## src/rtl/uart_word_assembler_pkg.sv

```systemverilog
// Shared constants, state encoding and timeout derivation for the UART word assembler.
package uart_word_assembler_pkg;

  localparam int WORD_BYTES = 4;
  localparam int BYTE_IDX_W = 2;
  localparam int TIMER_W    = 32;

  typedef enum logic {
    ST_IDLE    = 1'b0,
    ST_COLLECT = 1'b1
  } state_t;

  localparam int unsigned DEFAULT_CLOCK_FREQUENCY = 50000000;

  // A session ends after 100 ms of byte silence.
  function automatic int unsigned timeout_cycles_for(input int unsigned freq_hz);
    return freq_hz / 10;
  endfunction

  localparam int unsigned DEFAULT_IDLE_TIMEOUT_CYCLES =
    timeout_cycles_for(DEFAULT_CLOCK_FREQUENCY);

endpackage

```

## src/rtl/uart_idle_timer.sv

```systemverilog
// Inter-byte idle timer: reloads on every accepted byte, counts down while a
// session is running and flags expiry in the cycle the count sits at 1 with
// no byte arriving.
module uart_idle_timer
  import uart_word_assembler_pkg::*;
#(
  parameter logic [TIMER_W-1:0] load_value = DEFAULT_IDLE_TIMEOUT_CYCLES
) (
  input  logic clock,
  input  logic reset_n,
  input  logic load,
  input  logic run,
  input  logic abort,
  output logic expire
);

  logic [TIMER_W-1:0] count;

  // Expiry: last count of the window, no byte this cycle, no abort overriding it.
  always_comb begin
    expire = run && !load && !abort && (count == TIMER_W'(1));
  end

  // Counter: cleared when the session ends, reloaded on a byte, else counts down.
  always_ff @(posedge clock or negedge reset_n) begin
    if (!reset_n) begin
      count <= '0;
    end else if (abort || expire) begin
      count <= '0;
    end else if (load) begin
      count <= load_value;
    end else if (run && (count != '0)) begin
      count <= count - TIMER_W'(1);
    end
  end

endmodule

```

## src/rtl/uart_word_assembler.sv

```systemverilog
// Packs received UART bytes little-endian into 32-bit words and emits one
// word write per four bytes. A byte-silence timeout or clear ends the session,
// dropping any partial word and restarting the word address at 0.
//
// Interface semantics: byte_ready is a one-cycle strobe qualifying byte_data.
// word_valid is a one-cycle strobe qualifying word_addr/word_data; there is no
// ready/backpressure, so the sink must take every strobe. partial_drop is a
// one-cycle strobe and is never high together with word_valid.
module uart_word_assembler
  import uart_word_assembler_pkg::*;
#(
  parameter int unsigned clock_frequency     = DEFAULT_CLOCK_FREQUENCY,
  parameter int unsigned idle_timeout_cycles = timeout_cycles_for(clock_frequency),
  parameter int          addr_width          = 16
) (
  input  logic                  clock,
  input  logic                  reset_n,
  input  logic [7:0]            byte_data,
  input  logic                  byte_ready,
  input  logic                  clear,
  output logic                  word_valid,
  output logic [addr_width-1:0] word_addr,
  output logic [31:0]           word_data,
  output logic                  loading,
  output logic                  partial_drop
);

  state_t                  state;
  state_t                  next_state;
  logic [BYTE_IDX_W-1:0]   byte_idx;
  logic [2:0][7:0]         lanes;
  logic [addr_width-1:0]   addr;
  logic                    accept;
  logic                    word_done;
  logic                    expire;

  uart_idle_timer #(
    .load_value(TIMER_W'(idle_timeout_cycles))
  ) u_idle_timer (
    .clock  (clock),
    .reset_n(reset_n),
    .load   (accept),
    .run    (state == ST_COLLECT),
    .abort  (clear),
    .expire (expire)
  );

  // State register.
  always_ff @(posedge clock or negedge reset_n) begin
    if (!reset_n) begin
      state <= ST_IDLE;
    end else begin
      state <= next_state;
    end
  end

  // Next state: a byte opens a session; clear or silence closes it.
  always_comb begin
    next_state = state;
    case (state)
      ST_IDLE:    if (accept) next_state = ST_COLLECT;
      ST_COLLECT: if (clear || expire) next_state = ST_IDLE;
      default:    next_state = ST_IDLE;
    endcase
  end

  // Control decode: clear discards any byte in its cycle.
  always_comb begin
    accept    = byte_ready && !clear;
    word_done = accept && (byte_idx == BYTE_IDX_W'(WORD_BYTES - 1));
    loading   = (state == ST_COLLECT);
  end

  // Byte lanes, byte index, address counter and output strobes.
  always_ff @(posedge clock or negedge reset_n) begin
    if (!reset_n) begin
      byte_idx     <= '0;
      lanes        <= '0;
      addr         <= '0;
      word_valid   <= 1'b0;
      word_addr    <= '0;
      word_data    <= '0;
      partial_drop <= 1'b0;
    end else begin
      word_valid   <= 1'b0;
      partial_drop <= 1'b0;
      if (clear) begin
        byte_idx <= '0;
        addr     <= '0;
      end else if (accept) begin
        byte_idx <= byte_idx + BYTE_IDX_W'(1);
        case (byte_idx)
          2'd0:    lanes[0] <= byte_data;
          2'd1:    lanes[1] <= byte_data;
          2'd2:    lanes[2] <= byte_data;
          default: ;
        endcase
        if (word_done) begin
          word_valid <= 1'b1;
          word_addr  <= addr;
          word_data  <= {byte_data, lanes[2], lanes[1], lanes[0]};
          addr       <= addr + addr_width'(1);
        end
      end else if (expire) begin
        byte_idx     <= '0;
        addr         <= '0;
        partial_drop <= (byte_idx != '0);
      end
    end
  end

endmodule

```

## config.mk

```make
export PLATFORM = sky130hd
export DESIGN_NAME = uart_word_assembler
export DESIGN_NICKNAME = d
export VERILOG_FILES = /design/src/rtl/uart_word_assembler_pkg.sv /design/src/rtl/uart_idle_timer.sv /design/src/rtl/uart_word_assembler.sv
export SDC_FILE = /design/constraint.sdc
export NUM_CORES = 1
export LEC_CHECK = 0
export ABC_AREA = 1
export CELL_PAD_IN_SITES_DETAIL_PLACEMENT = 1
export CELL_PAD_IN_SITES_GLOBAL_PLACEMENT = 2
export CORE_UTILIZATION = 36
export DETAILED_ROUTE_END_ITERATION = 10
export GPL_TIMING_DRIVEN = 1
export PLACE_DENSITY_LB_ADDON = 0.1
export RECOVER_POWER = 25
export SYNTH_ARGS = -nofsm -noshare
export SYNTH_HDL_FRONTEND = slang
export SYNTH_SLANG_ARGS = --single-unit
```

## constraint.sdc

```tcl
create_clock -name clock -period 3.31 [get_ports clock]
set_input_delay 0.4965 -clock clock [delete_from_list [all_inputs] [get_ports clock]]
set_output_delay 0.4965 -clock clock [all_outputs]
set_load 0.01 [all_outputs]
```

==> run metrics, run 1 <==
status=finished clean; Crit. End Element=register; Initial DRC Count=320; leakage power=0.00373 uW; most frequent cells in the layout=nand2_1, dfrtp_1, nor2_1; core area=approximately 0.017 mm2; synth top area cells=dfrtp_1, nand2_1, nor2_1; Root Buffer=clkbuf_16; endpoints failing hold=0; wire per inst=16.1 um; Cell variety after synth=30; Slew Viols, Final=0; #FFs+latches synth=between 100 and 150; worst vdd ir=between 0.0003 and 0.0004 V; worst-path maximum fanout=10; CTS Buffer Depth=2; final setup vio count=0; yosys warns=0; Die H=roughly 130 um; Inserted Diodes=0; area grow syn2layout=24.5%; postcts setup bufs=0; power density over the cells=744 mW/mm2; final setup TNS=0 ps; largest net degree at the start of global routing=55; final setup margin=1030 ps; post-synth top area share=51.0%; first-pass GRT wire length=29.9 mm; Worst Tran Pin Value=1480 ps; crit path launch type=register; Slowest cell on crit path=dfrtp_1; grt ovf=0; Worst Skew=11.1 ps; Max Cap Viol=0; Synth Instances=793; Clock Pin Slew Worst Setup and Hold Paths=60 ps; max incr delay on CP=a little over 400 ps; crit path cell chain=inv_1 -> ha_1 -> nand2_1 -> nor2_4 -> nand2_2 -> o21ai_4 -> a21oi_1 -> buf_4 -> nand2_1 -> nand2_1; worst-skew pair later-pin latency=420 ps; routability congestion estimate=0.833; worst hold path class=primary input to asynchronous set/reset pin; clk sinks=125; cell seen most often among critical-path stages=nand2_1; layout cells sized above 1=8.11%; Starting Density=37.0%; CTS Hold Bufs=0; WS Path Type=register to register; r2r startpoint=u_idle_timer.count[0]$_DFFE_PN0P_; PortBufs=between 60 and 70; commonest non-fill, non-tap cell in the layout=nand2_1; chip width=133 um; Worst Path Required=3620 ps; Syn Std Cell Area=0.00614 mm2; final period utilization=69.0%; nets=slightly below 900; Final Critical Period=around 2300 ps; row cnt=47; vias in the first global route=5773; Residual DRC=0; Total GRT Usage=21.9%; total number of vias=between 5k and 6k; R2R setup slack=1030 ps; r2r worst-path depth=10; vias per cell=slightly below 5; Peak Freq=between 400 and 500 MHz; CTS Buf Count=17; DRT Wirelength=about 18 mm; R2R Path End=u_idle_timer.count[18]$_DFFE_PN0P_; DPL Wire Length=approximately 13 mm; RSZ-0062 raised after global routing=no; CTS tree=yes; post-synthesis sequential area ratio=roughly half; Die Area=0.0176 mm2; Mapped Nets=between 800 and 900; CTS H-Tree Depth=4; Worst EP arrival=2590 ps; largest area contributor in the netlist=dfrtp_1; Final ANT Viol Nets=0; Syn Area/Cell=7.74 um2; initial antenna violation count=0; drt pass-1 iters=4; Slew headroom=1.15%; Place WS=approximately 760 ps; # resized after CTS=0; number of I/O pins=63
==> logic make-up after synthesis <==
family	Yosys count	synth area share, %
buffers and inverters	89	6.10
xor gates and xnor gates	11	1.57
and+or+nand+nor	466	31.4
DFF	125	51.0
adders and majority gates	7	1.43
AOI/OAI and AO/OA	95	8.52
==> worst max-delay path by stage <==
stage | from | to | slack, ps | cells past startpoint
final | u_idle_timer.count[0]$_DFFE_PN0P_ | u_idle_timer.count[18]$_DFFE_PN0P_ | 1030 | 10
after global routing | u_idle_timer.count[0]$_DFFE_PN0P_ | u_idle_timer.count[26]$_DFFE_PN0P_ | 780 | 10
after CTS | u_idle_timer.count[0]$_DFFE_PN0P_ | u_idle_timer.count[24]$_DFFE_PN0P_ | 970 | 10
after detailed placement | clear | u_idle_timer.count[7]$_DFFE_PN0P_ | 760 | 10
after global placement | clear | u_idle_timer.count[22]$_DFFE_PN0P_ | 780 | 10
after floorplan | u_idle_timer.count[0]$_DFFE_PN0P_ | u_idle_timer.count[25]$_DFFE_PN0P_ | 1550 | 10
==> flip-flops by register name, summed over array words and instances (netlist names) <==
signal / flops
addr: 16
byte_idx: 2
lanes: 24
loading: 1
partial_drop: 1
u_idle_timer.count: 32
word_addr: 16
word_data: 32
word_valid: 1
==> per-layer routing <==
layer / routed length, um / share of wire [%] / global-route usage, % / vias up
li1: - / - / - / 2643
met1: 7950 / 45 / 27.2 / 2641
met2: 8940 / 51 / 38.6 / 72
met3: 401 / 2.3 / 3.75 / 27
met4: 399 / 2.3 / 7.34 / 0
met5: 0 / 0 / 0 / -
==> final cells by class <==
class	count	area, um2
multi-input cells	579	2640
inverters	66	255
fillers	2050	8940
well taps	220	275
flip-flops and latches	125	3130
clock inverters	15	210
repair buffers	74	711
clock buffers	17	425
==> power breakdown <==
group          switching (uW)  internal (uW)
combinational            1110            585
clock                     747           1270
sequential                199           1770
total                    2060           3630
==> critical path, delay by kind of cell, from the launching register on <==
family,cells,cell delay [ps]
simple gates,5,610
fa+ha+maj,1,200
buf+inv,2,350
compound gates,2,610
flops,1,410
==> cell usage after synthesis <==
cell type    n
buf_4        1
nand2_4      2
nor2_4       3
nor3_1       8
a21oi_1     13
buf_6        3
nand2_2      2
nand4_1     12
nor2_2       3
o21ai_4      1
o21bai_1     1
inv_6        1
o21a_1       1
o21ai_2      8
o21ai_0     61
buf_1        2
or2_2        5
ha_1         7
o22ai_1      1
nand3b_1     8
nand2_1    297
inv_4        1
xor2_1      11
o21ai_1      9
buf_2        5
nor2_1      90
inv_1       64
nand3_1     36
dfrtp_1    125
clkbuf_1    12
==> per-stage QoR <==
stage / util (%) / power, uW / area, um2 / hold WS [ps] / cells
after floorplan: - / 3080 / 6140 / 201 / 793
after global placement: 42.3 / 3640 / 7020 / 455 / 1064
after detailed placement: 42.3 / 3700 / 7020 / 462 / 1064
after CTS: 46.1 / 5760 / 7650 / 169 / 1096
after global routing: 46.1 / 6050 / 7640 / 492 / 1096
final: 46.1 / 5690 / 7640 / 416 / 1096
Note: power is estimated with default switching activity, not from simulation.
==> inputs of run 2 (changes only) <==
--- a/config.mk
+++ b/config.mk
@@ -8,7 +8,7 @@
 export ABC_AREA = 1
 export CELL_PAD_IN_SITES_DETAIL_PLACEMENT = 1
 export CELL_PAD_IN_SITES_GLOBAL_PLACEMENT = 2
-export CORE_UTILIZATION = 36
+export CORE_UTILIZATION = 33
 export DETAILED_ROUTE_END_ITERATION = 10
 export GPL_TIMING_DRIVEN = 1
 export PLACE_DENSITY_LB_ADDON = 0.1
==> constraint.sdc (replaced) <==
create_clock -name clock -period 2.2 [get_ports clock]
set_input_delay 0.33 -clock clock [delete_from_list [all_inputs] [get_ports clock]]
set_output_delay 0.33 -clock clock [all_outputs]
set_load 0.01 [all_outputs]
==> run 2 against run 1 <==
- the run now ends with design-rule violations left
- flip-flop and latch count unchanged
- critical path depth unchanged
- cell count up 2.3%
- setup slack worse by 850 ps
- combinational power up 60%
- non-clock buffer count up 16
- design area up 1.7%
- critical endpoint is now addr[2]$_DFFE_PN0P_
==> run metrics, run 2 (synthesis gave the netlist of run 1 again) <==
status=complete, but fails checks; violated checks=design-rule violations; wire per inst=16.0 um (-0.64%); Die H=138 um (+4.4%); Final ANT Viol Nets=0 (unchanged); biggest regs=u_idle_timer.count: 32 flops, word_data: 32 flops, lanes: 24 flops; layout cells sized above 1=9.75% (+1.6 points); Peak Freq=493 MHz (+13%); initial antenna violation count=0 (unchanged); Clock Pin Slew Worst Setup and Hold Paths=60 ps (about the same); CTS H-Tree Depth=4 (unchanged); largest net degree at the start of global routing=47 (-15%); chip width=138 um (+4.4%); final period utilization=92.1% (+23 points); Total GRT Usage=20.0% (-1.9 points); vias per cell=4.86 (-1.0%); most frequent cells in the layout=nand2_1, dfrtp_1, nor2_1; power density over the cells=1120 mW/mm2 (+50%); final setup TNS=0 ps (unchanged); PortBufs=62 (unchanged); crit path cell chain=nor2_1 -> nand2_1 -> nor2_1 -> nand2_2 -> nor2_2 -> nor2_4 -> inv_6 -> nand2_4 -> nand2_1 -> o21ai_2; worst-skew pair later-pin latency=420 ps (about the same); worst hold path class=register to register; WHS=471 ps (+54.9 ps); DRT Wirelength=18.0 mm (+1.6%); Crit. End Element=register; Seq. cell area=0.00313 mm2 (unchanged); routability congestion estimate=0.861 (+3.4%); first-pass GRT wire length=30.1 mm (+0.44%); final setup margin=173 ps (-853 ps); endpoints failing hold=0 (unchanged); Buffers & Inverters on Critical Path=1 (-1); Place WS=58.0 ps (-698 ps); clk sinks=125 (unchanged); worst vdd ir=0.000577 V (+44%); commonest non-fill, non-tap cell in the layout=nand2_1; area grow syn2layout=26.7%; nets=898 (+1.8%); total power draw=8680 uW (+53%); drt pass-1 iters=7 (+3); max incr delay on CP=430 ps (+20 ps); Slew Viols, Final=0 (unchanged); CTS Buffer Depth=2 (unchanged); fillers=2182 (+6.4%); vias in the first global route=5700 (-1.3%); Final Critical Period=2030 ps (-257 ps); crit path launch type=register; grt ovf=0 (unchanged); Slowest cell on crit path=dfrtp_1; RSZ-0062 raised after global routing=no; WHS Path Cells=2; Starting Density=33.9% (-3.1 points); number of I/O pins=63 (unchanged); Slew headroom=46.9% (+46 points); Worst EP arrival=2320 ps (-270 ps); DPL Wire Length=13.2 mm (+1.7%); total number of vias=5449 (+1.2%); Residual DRC=16 (+16); Inserted Diodes=0 (unchanged); Worst Tran Pin Value=797 ps (-686 ps); final setup vio count=0 (unchanged); CTS tree=yes; leakage power=0.00380 uW (+1.8%); Initial DRC Count=188 (-41%); cell family with most CP delay=simple AND/OR/NAND/NOR gates; WP depth=10 (unchanged); Die Area=0.0191 mm2 (+9.0%); Max Cap Viol=0 (unchanged); row cnt=49 (+4.3%); WS Path Type=register to register; Root Buffer=clkbuf_16; CTS Buf Count=17 (unchanged); worst-path maximum fanout=26 (+16); core area=0.0181 mm2 (+9.1%); multi-input logic area=0.00264 mm2 (+0.19%); Worst Path Required=2490 ps (-1130 ps); Worst Skew=11.0 ps (-0.0682 ps); r2r worst-path depth=10 (unchanged)
==> run 2: final cells by class <==
type                    instances  share of cell area, %
multi-input cells             579                   34.0
well taps                     229                   3.69
repair buffers                 90                   10.8
clock inverters                15                   2.51
flip-flops and latches        125                   40.3
inverters                      66                   3.32
clock buffers                  17                   5.47
==> run 2: power by group <==
group | switching, uW | leakage [uW] | internal [uW]
combinational | 1720 | 0.00182 | 1000
sequential | 295 | 0.00168 | 2660
clock | 1180 | 0.000299 | 1820
total | 3190 | 0.00380 | 5480
==> run 2: metal layers <==
layer / global-route usage [%] / share of wire [%] / vias up
met5: 0 / 0 / -
met4: 6.56 / 1.4 / 0
met3: 4.12 / 2.3 / 19
met2: 34.8 / 50 / 67
met1: 24.8 / 46 / 2694
li1: - / - / 2669
==> run 2: worst reg2reg max path, stage by stage (launching register included) <==
cell and delay (ps):
dfrtp_1 430, nor2_1 200, nand2_1 70, nor2_1 230, nand2_2 170, nor2_2 210
nor2_4 100, inv_6 70, nand2_4 180, nand2_1 160, o21ai_2 70
==> run 2: what timing repair did <==
item                                   4_1_cts  5_1_grt
setup buffers                                0        0
hold buffers                                 1        0
setup endpoints to repair                    0       28
resized for setup                            0        2
endpoints found under the hold margin       26        0
==> run 2: worst paths after layout <==
check,start,to,slack (ps)
min reg2reg,word_data[19]$_DFFE_PN0P_,word_data[19]$_DFFE_PN0P_,470
max reg2reg,u_idle_timer.count[26]$_DFFE_PN0P_,addr[2]$_DFFE_PN0P_,170
min,word_data[19]$_DFFE_PN0P_,word_data[19]$_DFFE_PN0P_,470
min in group asynchronous,reset_n,addr[10]$_DFFE_PN0P_,530
max in group asynchronous,reset_n,word_data[10]$_DFFE_PN0P_,510
max,u_idle_timer.count[26]$_DFFE_PN0P_,addr[2]$_DFFE_PN0P_,170
==> run 2: per-stage QoR <==
stage	utilization [%]	instance area, um2	instances
after floorplan	-	6140	793
after global placement	39.5	7150	1088
after detailed placement	39.5	7150	1088
after CTS	43.0	7780	1121
after global routing	43.0	7770	1121
final	43.0	7770	1121
==> inputs of run 3 (changes only) <==
--- a/config.mk
+++ b/config.mk
@@ -6,9 +6,10 @@
 export NUM_CORES = 1
 export LEC_CHECK = 0
 export ABC_AREA = 1
+export CAP_MARGIN = 5
 export CELL_PAD_IN_SITES_DETAIL_PLACEMENT = 1
 export CELL_PAD_IN_SITES_GLOBAL_PLACEMENT = 2
-export CORE_UTILIZATION = 33
+export CORE_UTILIZATION = 36
 export DETAILED_ROUTE_END_ITERATION = 10
 export GPL_TIMING_DRIVEN = 1
 export PLACE_DENSITY_LB_ADDON = 0.1
==> constraint.sdc (replaced) <==
create_clock -name clock -period 2.5 [get_ports clock]
set_input_delay 0.375 -clock clock [delete_from_list [all_inputs] [get_ports clock]]
set_output_delay 0.375 -clock clock [all_outputs]
set_load 0.01 [all_outputs]
==> run 3 against run 2 <==
- design area shrank 1.4%
- cell count down 1.7%
- hold slack lost 3.9 ps
- global-route usage increased by 1.5 points
- critical path depth down 1
- clock power down 17%
- wire length fell by 1.3%
- die area decreased by 8.2%
- total power shrank 15%
- the flow now finishes without violations
- flip-flop and latch count stayed put
==> run metrics, run 3 (synthesis gave the netlist of run 1 again) <==
Hold Startpoint=word_addr[12]$_DFFE_PN0P_; vias in the first global route=5700 (unchanged); final instance area=0.00766 mm2 (-1.4%); final period utilization=92.5% (+0.32 points); Inserted Diodes=0 (unchanged); chip width=133 um (-4.2%); Worst Path Required=2810 ps (+320 ps); initial antenna violation count=0 (unchanged); status=finished clean; cell family with most CP delay=simple AND/OR/NAND/NOR gates; nets=888 (-1.1%); Final ANT Viol Nets=0 (unchanged); area grow syn2layout=24.8%; WHS Path Cells=2 (unchanged); Clk network pwr share=33.5% (-1.1 points); max incr delay on CP=410 ps (-20 ps); core area=0.0166 mm2 (-8.3%); row cnt=47 (-4.1%); Die Area=0.0176 mm2 (-8.2%); WS Path Type=register to register; worst-skew pair later-pin latency=430 ps (about the same); Slew headroom=28.0% (-19 points); final setup TNS=0 ps (unchanged); WHS=467 ps (-3.95 ps); Worst EP arrival=2620 ps (+300 ps); Die H=133 um (-4.2%); fillers=2058 (-5.7%); sw power=2750 uW (-14%); Root Buffer=clkbuf_16; RSZ-0062 raised after global routing=no; r2r worst-path depth=9 (-1); Slowest cell on crit path=dfrtp_1; Crit. End Element=register; CTS Buffer Depth=2 (unchanged); Peak Freq=433 MHz (-12%); Starting Density=37.0% (+3.1 points); Max Cap Viol=0 (unchanged); met1 Usage GRT=25.5% (+0.63 points); Buffers & Inverters on Critical Path=2 (+1); worst vdd ir=0.000494 V (-14%); total number of vias=5501 (+0.95%); endpoints failing hold=0 (unchanged); most frequent cells in the layout=nand2_1, dfrtp_1, nor2_1; Initial DRC Count=260 (+38%); R2R Path End=u_idle_timer.count[7]$_DFFE_PN0P_; Worst Skew=12.1 ps (+1.08 ps); wire per inst=16.1 um (+0.40%); vias per cell=4.99 (+2.7%); largest net degree at the start of global routing=51 (+8.5%); power density over the cells=966 mW/mm2 (-14%); CTS H-Tree Depth=4 (unchanged); Residual DRC=0 (-16); worst-path maximum fanout=19 (-27%); Worst Tran Pin Value=1080 ps (+283 ps); CTS tree=yes; R2R setup slack=190 ps (+20 ps); r2r startpoint=u_idle_timer.count[0]$_DFFE_PN0P_; routability congestion estimate=0.840 (-2.4%); WHS Endpoint=word_addr[12]$_DFFE_PN0P_; DRT Wirelength=17.7 mm (-1.3%); sequential share of power=35.2% (+1.2 points); Comb pwr share=31.3% (about the same); CTS Buf Count=17 (unchanged); number of I/O pins=63 (unchanged); Final Critical Period=2310 ps (+284 ps); Internal Power=4650 uW (-15%); met3 Use GR=3.52% (-0.60 points); Cell Count, Final, Fillers Out=1102 (-1.7%); DPL Wire Length=12.9 mm (-2.4%); Slew Viols, Final=0 (unchanged); grt ovf=0 (unchanged); area post-placement=0.00709 mm2 (-0.86%); clk sinks=125 (unchanged); sw frac=37.1% (+0.31 points); Total GRT Usage=21.6% (+1.5 points); GR peak layer=met2; placed cell count=1069 (-1.7%); commonest non-fill, non-tap cell in the layout=nand2_1; crit path cell chain=inv_1 -> ha_1 -> nand2_1 -> nor2_4 -> nand2_2 -> o21ai_4 -> nand2_4 -> inv_4 -> o21ai_0; met2 Use GR=39.2% (+4.4 points); crit path launch type=register; PortBufs=62 (unchanged); drt pass-1 iters=4 (-3); biggest regs=u_idle_timer.count: 32 flops, word_data: 32 flops, lanes: 24 flops; Clock Pin Slew Worst Setup and Hold Paths=60 ps (about the same); worst hold path class=register to register; layout cells sized above 1=8.84% (-0.91 points); first-pass GRT wire length=29.4 mm (-2.2%); final setup vio count=0 (unchanged); leakage power=0.00376 uW (-1.0%)
[run 3: cell types whose count changed in the layout (fill, tap and decap cells not counted), sizes merged]
cell	before	now
clkinv	1	8
clkinvlp	2	0
inv	75	71
bufinv	3	2
buf	25	15
[run 3: cell type report]
type / instances / area, um2 / area share (%)
Timing Repair Buffer: 80 / 778 / 10.2
Multi-Input combinational cell: 579 / 2640 / 34.4
Clock buffer: 17 / 425 / 5.55
Tap cell: 220 / 275 / 3.59
Inverter: 66 / 255 / 3.33
Clock inverter: 15 / 161 / 2.11
Sequential cell: 125 / 3130 / 40.8
[run 3: power groups by stage]
stage / Combinational, uW / Clock [uW] / Sequential [uW]
5_1_grt: 2610 / 2600 / 2650
6_report: 2320 / 2480 / 2600
3_5_place_dp: 2340 / 0 / 2640
3_3_place_gp: 2270 / 0 / 2620
2_1_floorplan: 1460 / 0 / 2610
4_1_cts: 2360 / 2520 / 2600
[run 3: worst max-delay path by stage]
stage | startpoint | to | slack [ps] | cells after the start
final | u_idle_timer.count[0]$_DFFE_PN0P_ | u_idle_timer.count[7]$_DFFE_PN0P_ | 190 | 9
after global routing | u_idle_timer.count[0]$_DFFE_PN0P_ | u_idle_timer.count[11]$_DFFE_PN0P_ | 60 | 10
after CTS | u_idle_timer.count[0]$_DFFE_PN0P_ | u_idle_timer.count[0]$_DFFE_PN0P_ | 170 | 10
after detailed placement | clear | addr[8]$_DFFE_PN0P_ | 140 | 7
after global placement | clear | u_idle_timer.count[7]$_DFFE_PN0P_ | 200 | 10
after floorplan | u_idle_timer.count[0]$_DFFE_PN0P_ | u_idle_timer.count[25]$_DFFE_PN0P_ | 740 | 10
[run 3: routing by layer]
metal | wire (um) | share of wire, %
met1 | 7680 | 43
met2 | 9170 | 52
met3 | 528 | 3.0
met4 | 360 | 2.0
met5 | 0 | 0
[run 3: stage by stage]
step | setup slack [ps] | power, uW | utilization, %
finish | 189 | 7400 | 46.2
global route | 62.8 | 7860 | 46.2
CTS | 174 | 7480 | 46.4
detailed placement | 142 | 4970 | 42.8
global placement | 205 | 4890 | 42.8
floorplan | 742 | 4070 | -
[run 3: what timing repair did]
item	in CTS	in global routing
hold buffers	1	0
setup endpoints to repair	0	0
resized for setup	0	0
hold endpoints to repair	40	0
buffers inserted	0	0
[run 3: tightest hold or removal path, delay by kind of cell, from the launching register on]
family | cells | cell delay [ps]
DFF | 1 | 340
and+or+nand+nor | 2 | 90
